==> config.mk <==
export PLATFORM = sky130hd
export DESIGN_NAME = ec1_run_ctrl
export DESIGN_NICKNAME = d
export VERILOG_FILES = /design/src/rtl/ec1_run_ctrl.sv
export SDC_FILE = /design/constraint.sdc
export NUM_CORES = 1
export LEC_CHECK = 0
export CAP_MARGIN = 5
export CORE_MARGIN = 2
export CORE_UTILIZATION = 47
export DETAILED_ROUTE_END_ITERATION = 12
export PLACE_DENSITY = 0.76
export SKIP_LAST_GASP = 1
export SLEW_MARGIN = 20
export SYNTH_ARGS = -nofsm -noshare
export SYNTH_HDL_FRONTEND = slang
export SYNTH_SLANG_ARGS = --single-unit
==> constraint.sdc <==
create_clock -name clk -period 2.13 [get_ports clk]
set_input_delay 0.426 -clock clk [delete_from_list [all_inputs] [get_ports clk]]
set_output_delay 0.426 -clock clk [all_outputs]
set_load 0.01 [all_outputs]
==> src/rtl/ec1_run_ctrl.sv <==
// Run/step/breakpoint sequencer for the EC-1 core: turns button requests into a
// one-clock cpu_ce on the board clock and tracks the number of issued instruction cycles.
module ec1_run_ctrl #(
    parameter int unsigned DIV   = 100_000_000,
    parameter int unsigned CNT_W = 27,
    parameter int unsigned PC_W  = 4
) (
    input  logic            clk,
    input  logic            Reset,
    input  logic            run_btn,
    input  logic            step_btn,
    input  logic            stop_btn,
    input  logic            bp_en,
    input  logic [PC_W-1:0] bp_addr,
    input  logic [PC_W-1:0] pc,
    input  logic            H,
    output logic            cpu_ce,
    output logic [1:0]      state,
    output logic [15:0]     cycle_cnt
);

    localparam int unsigned CC_W     = 16;
    localparam int unsigned NB       = 3;
    localparam int unsigned BTN_RUN  = 0;
    localparam int unsigned BTN_STEP = 1;
    localparam int unsigned BTN_STOP = 2;

    localparam logic [CNT_W-1:0] TICK_LAST = CNT_W'(DIV - 1);
    localparam logic [CC_W-1:0]  CC_MAX    = '1;

    typedef enum logic [1:0] {
        ST_STOP = 2'b00,
        ST_RUN  = 2'b01,
        ST_STEP = 2'b10,
        ST_HALT = 2'b11
    } state_e;

    state_e           state_q, state_d;
    logic [CNT_W-1:0] tick_q, tick_d;
    logic             skip_bp_q, skip_bp_d;
    logic             cpu_ce_q, cpu_ce_d;
    logic [CC_W-1:0]  cycle_cnt_q, cycle_cnt_d;
    logic [NB-1:0]    btn_m_q, btn_m_d;
    logic [NB-1:0]    btn_s1_q, btn_s1_d;
    logic [NB-1:0]    btn_s2_q, btn_s2_d;
    logic [NB-1:0]    btn_ev;
    logic             ev_run, ev_step, ev_stop;
    logic             bp_hit;

    // Two-flop synchroniser plus edge flop; one event per press.
    always_comb begin
        btn_m_d  = {stop_btn, step_btn, run_btn};
        btn_s1_d = btn_m_q;
        btn_s2_d = btn_s1_q;
        btn_ev   = btn_s1_q & ~btn_s2_q;
    end

    assign ev_run  = btn_ev[BTN_RUN];
    assign ev_step = btn_ev[BTN_STEP];
    assign ev_stop = btn_ev[BTN_STOP];
    assign bp_hit  = bp_en && (pc == bp_addr) && !skip_bp_q;

    always_ff @(posedge clk or posedge Reset) begin
        if (Reset) begin
            state_q     <= ST_STOP;
            tick_q      <= '0;
            skip_bp_q   <= 1'b0;
            cpu_ce_q    <= 1'b0;
            cycle_cnt_q <= '0;
            btn_m_q     <= '0;
            btn_s1_q    <= '0;
            btn_s2_q    <= '0;
        end else begin
            state_q     <= state_d;
            tick_q      <= tick_d;
            skip_bp_q   <= skip_bp_d;
            cpu_ce_q    <= cpu_ce_d;
            cycle_cnt_q <= cycle_cnt_d;
            btn_m_q     <= btn_m_d;
            btn_s1_q    <= btn_s1_d;
            btn_s2_q    <= btn_s2_d;
        end
    end

    // Next state; halt outranks every button, stop outranks step outranks run.
    always_comb begin
        state_d     = state_q;
        tick_d      = '0;
        skip_bp_d   = skip_bp_q;
        cpu_ce_d    = 1'b0;
        cycle_cnt_d = cycle_cnt_q;

        if (cpu_ce_q && (cycle_cnt_q != CC_MAX)) begin
            cycle_cnt_d = cycle_cnt_q + CC_W'(1);
        end

        if (state_q != ST_HALT && H) begin
            state_d = ST_HALT;
        end else begin
            case (state_q)
                ST_STOP: begin
                    if (!ev_stop) begin
                        if (ev_step) begin
                            state_d  = ST_STEP;
                            cpu_ce_d = 1'b1;
                        end else if (ev_run) begin
                            state_d   = ST_RUN;
                            skip_bp_d = 1'b1;
                        end
                    end
                end
                ST_STEP: begin
                    state_d = ST_STOP;
                end
                ST_RUN: begin
                    if (ev_stop) begin
                        state_d = ST_STOP;
                    end else if (tick_q == TICK_LAST) begin
                        // skip_bp lets a resumed run step off the breakpoint PC once.
                        if (bp_hit) begin
                            state_d = ST_STOP;
                        end else begin
                            cpu_ce_d  = 1'b1;
                            skip_bp_d = 1'b0;
                        end
                    end else begin
                        tick_d = tick_q + CNT_W'(1);
                    end
                end
                ST_HALT: begin
                    state_d = ST_HALT;
                end
            endcase
        end
    end

    assign cpu_ce    = cpu_ce_q;
    assign state     = state_q;
    assign cycle_cnt = cycle_cnt_q;

endmodule
; Yosys cells after proc, flatten, opt, wreduce, memory -nomap -nowiden
; Cells that the tools add are included.
[word_totals]
regBits = 56
in_bits = 15
out_inout_bits = 19
elab_cells = 65
[op_classes]
addsub = 2
n_eq_ne = 17
n_mux = 26
bitwise = 3
n_reduce_logical = 9
[ops]
columns = cell, count
row1 = 27-bit 2-to-1 mux, 4
row2 = 27-bit by 1-bit adder with 27-bit output (second input constant), 1
row3 = 27-bit == test (second input constant), 1
row4 = 16-bit by 1-bit adder with 16-bit output (second input constant), 1
row5 = 16-bit != test (second input constant), 1
row6 = 2-bit 2-to-1 mux, 7
row7 = 2-bit != test (second input constant), 7
row8 = 1-bit 2-to-1 mux, 12
row9 = 4-bit != test (second input constant), 3
row10 = 2-bit case mux with 4 select lines, 1
row11 = 8-bit AND reduction, 1
row12 = 2-bit == test (second input constant), 2
row13 = 4-bit == test, 1
row14 = 1-bit logical AND, 4
row15 = 1-bit case mux with 2 select lines, 2
row16 = 4-bit AND reduction, 1
row17 = 3-bit AND, 1
row18 = 3-bit != test (second input constant), 1
row19 = 3-bit NOT, 1
row20 = 2-bit by 1-bit == test with 1-bit output (second input constant), 1
row21 = 2-bit zero test, 1
row22 = 2-bit nonzero test, 1
row23 = 1-bit zero test, 1
row24 = 1-bit NOT, 1

; Longest topological paths before layout
; Gate-level depths: netlist (run 1).
[depth]
depth_word = 8
depth_mapped = 7
mapped_depth_nobuf = 6

; Least setup slack after synthesis (run 1)
; OpenSTA, ideal clock, no wires.
[synth_timing]
path_type = reg-to-reg
startpoint = register tick_q[12]
endpoint = register tick_q[15]
setup_time_ps = 119
arrival_ps = 1503
required_time_ps = 2011
path_slack_ps = 509
stages_incl_launch_ff = 7
path_buffers = 1
synth_period_minus_slack_ps = 1621
cell_sequence = dfrtp_1 > nor4b_2 > nand4_1 > or3_4 > nand2_4 > buf_6 > nor2_1
[synth_via]
elab_chain_cells = 5
elab_cells_between_ends = 6
cone_classes = 1 x add/sub / 1 x eq/ne / 4 x mux
[synth_lines]
columns = item, line_no
row1 = from (decl), 39  ; logic [CNT_W-1:0] tick_q, tick_d;
row2 = from (signal assigned), 75  ; tick_q <= tick_d;
row3 = 27-bit by 1-bit adder with 27-bit output / 27-bit == test (equally long branches), "127, 118"
row4 = 27-bit 2-to-1 mux (*), 118  ; end else if (tick_q == TICK_LAST) begin
row5 = 27-bit 2-to-1 mux (*), 116  ; if (ev_stop) begin
row6 = 27-bit 2-to-1 mux (*), 100  ; case (state_q)
row7 = 27-bit 2-to-1 mux (*), 97  ; if (state_q != ST_HALT && H) begin
row8 = named net tick_d[15], 39
; Mark *: on every way through the listed nets, which the timed path passes. The rest lies on a longest branch.
; A chain may end at the register's enable or synchronous reset.

; Worst setup path in the final report (run 1)
[layout_timing]
startpoint = input bp_addr[0]
endpoint = register state_q[0], in the netlist state[0]
[layout_via]
elab_chain_cells = 5
[layout_lines]
columns = item, line_no
row1 = from (decl), 14  ; input logic [PC_W-1:0] bp_addr,
row2 = 4-bit == test, 61  ; assign bp_hit = bp_en && (pc == bp_addr) && !skip_bp_q;
row3 = 1-bit logical AND (2 in series), 61
row4 = 4-bit != test (no source line), --
row5 = 4-bit AND reduction (no source line), --
row6 = to (signal assigned), 74  ; state_q <= state_d;
row7 = to (decl), 38  ; state_e state_q, state_d;
; No other way between the ends.

==> metrics.csv, run 1 <==
metric;value;unit
status;complete, no violations;
start_util;0.495;
clock_skew;0.00524;ns
clockBufferDepth;2;
grt_usage;0.160;
cp-end-kind;flop;
antenna_cells;0;
max_freq;0.530;GHz
drive_above_1_share;0.0725;
die_w;78.0;µm
synth_fp_nets;255;
post_cts.repair.setup_buffers;0;
ys_seq_area_frac;0.544;
stdcell_area;0.00308;mm²
root_buffer;clkbuf_8;
synth-edff-count;0;
ys_top_cells_by_count;dfrtp_1 (56), nor2_1 (31), xor2_1 (22);
fin_crit;1.89;ns
drv_cap;0;
path_clk_slew;0.09;ns
regArea;0.00140;mm²
rr_worst_depth;5;
crit_type;in2reg;
ys_ff_latch;56;
synthTopCellsByArea;dfrtp_1 (54%), xor2_1 (7.5%), xnor2_1 (5.8%);
yosysWarnings;0;
hold_ws;0.360;ns
vias_per_cell;5.26;
rsz0062_at_grt;no;
synth_top_cell_area_share;0.544;
timing.rr.end;tick_q[10]$_DFF_PP0_;
drtAntennaViolNets;0;
hold_violations;0;
cts_resized;0;
dominantRegCellSynth;dfrtp_1;
fin_cells;346;
setup-tns-final;0;ns
leakage;1.28;nW
htreeDepth;2;
cts_hold_buf;0;
worstSkewPairLatency;0.30;ns
vias;1819;
cts.sinks;56;
drcViolationCount;0;
cts_tree;yes;
hold_path_end;btn_s1_q[0]$_DFF_PP0_;
nets;292;
fin_crit_sh;0.886;
netlist_area;0.00258;mm²
crit_arrival;2.07;ns
core_area;0.00520;mm²
finalPower;1.73;mW
power_density;561;mW/mm²
syn_inst;238;
reg2reg_slack;0.25;ns
setup_viol;0;
synthArstFlopShare;1.00;
rr_startpoint;tick_q[19]$_DFF_PP0_;
drt_wl_total;4450;µm
cts_buffers;5;
multiInputGateArea;0.00111;mm²
cp_max_fo;3;
hp-start;btn_m_q[0]$_DFF_PP0_;
io_buffers;33;
synth_cell_type_count;36;
cp-start-kind;input port;
n_fill_cell;448;
antenna_found_initial;0;
grt_pass1_wl;7840;µm
rows;26;
grt_overflow_total;0;
grt_max_degree;57;
postSynthAreaPerCell;10.8;µm²
drtPass1Iterations;5;
placed_area;0.00299;mm²
synth_area_leader_cell;dfrtp_1;
min_path_type;reg2reg;
synth.most_common_cell;dfrtp_1;
holdPathStages;0;
tightest_slew;0.431;ns
dp_hpwl;3140;µm
fp.dieH;78.0;µm
place_congestion;0.772;
areaGrowthSynthToFinish;19.5;%
drtIter0Drc;54;
grt_pass1_vias;1744;
dp_cells;338;
report.final.slew_viol_count;0;
dieArea;0.00609;mm²
wl_per_cell;12.9;µm
io_pins;34;
relSlewSlack;0.711;
required;2.32;ns
ir_drop;0.429;mV
## area by class of cell
type / count / area share
inverters: 7 / 0.00854
well taps: 70 / 0.0285
flip-flops and latches: 56 / 0.455
repair buffers: 35 / 0.116
clock buffers: 6 / 0.0268
multi-input cells: 170 / 0.361
clock inverters: 2 / 0.00325
## cell families after synthesis
group / after synthesis / share of synthesized area
buffers and inverters: 12 / 0.0243
DFF: 56 / 0.544
adders and majority gates: 2 / 0.00971
AOI/OAI and AO/OA: 15 / 0.0379
xor gates and xnor gates: 39 / 0.133
and+or+nand+nor: 112 / 0.243
muxes: 2 / 0.00874
## registers in the layout (all words and copies together) (netlist names)
name       count
tick_q        27
cycle_cnt     16
btn_s2_q       3
skip_bp_q      1
cpu_ce         1
state          2
btn_s1_q       3
btn_m_q        3
## power by group
part	switching, mW	internal (mW)
Sequential	0.00406	1.07
Clock	0.324	0.260
Combinational	0.0308	0.0344
## how the worst max path moves through the flow
stage                         startpoint                   end  slack (ns)  cells after the start
detailed placement            bp_addr[0]  state[0]$_DFFE_PP0P_       -0.08                      6
CTS                           bp_addr[0]  state[0]$_DFFE_PP0P_        0.25                      6
floorplan                          Reset  btn_m_q[0]$_DFF_PP0_        0.33                      1
global route        tick_q[19]$_DFF_PP0_  tick_q[20]$_DFF_PP0_        0.12                      5
global placement              bp_addr[0]  state[0]$_DFFE_PP0P_       -0.02                      6
finish                        bp_addr[0]  state[0]$_DFFE_PP0P_        0.24                      6
## per-layer routing
| layer | global-route usage | share of wire | vias up |
|---|---|---|---|
| li1 | - | - | 895 |
| met1 | 0.202 | 0.46 | 878 |
| met2 | 0.272 | 0.47 | 42 |
| met3 | 0.0414 | 0.053 | 4 |
| met4 | 0.0474 | 0.0081 | 0 |
| met5 | 0 | 0 | - |
## through the flow
step	utilization	setup slack [ns]
2_1_floorplan	-	0.333
3_3_place_gp	0.574	-0.0215
3_5_place_dp	0.574	-0.0786
4_1_cts	0.591	0.246
5_1_grt	0.591	0.120
6_report	0.591	0.243
## placed cells by master, fill, tap and decap left out, types with 3 or more instances in the layout
cell type        instances
nor3_1                   3
a31oi_1                  3
nor2_1                  31
and3_1                  10
and2_1                   3
nand2_1                 16
and4_1                   5
clkbuf_8                 6
clkdlybuf4s50_1         33
xnor2_1                 17
nand4_1                 14
a21oi_1                  3
dfrtp_1                 56
inv_1                    6
nand3_1                 18
xor2_1                  22
## worst max-delay path, cell delays in order
cell and delay (ns):
clkdlybuf4s50_1 0.45, inv_1 0.05, a222oi_1 0.28, or4b_1 0.54, o21ai_0 0.21, o211ai_1 0.11
No activity file was read; power rests on OpenSTA's default activity.
==> inputs of run 2 (changes only) <==
--- a/config.mk
+++ b/config.mk
@@ -5,7 +5,7 @@
 export SDC_FILE = /design/constraint.sdc
 export NUM_CORES = 1
 export LEC_CHECK = 0
-export CAP_MARGIN = 5
+export CAP_MARGIN = 40
 export CORE_MARGIN = 2
 export CORE_UTILIZATION = 47
 export DETAILED_ROUTE_END_ITERATION = 12
==> results of run 2 <==
No change in the layout: final DEF, timing and power equal those of run 1.
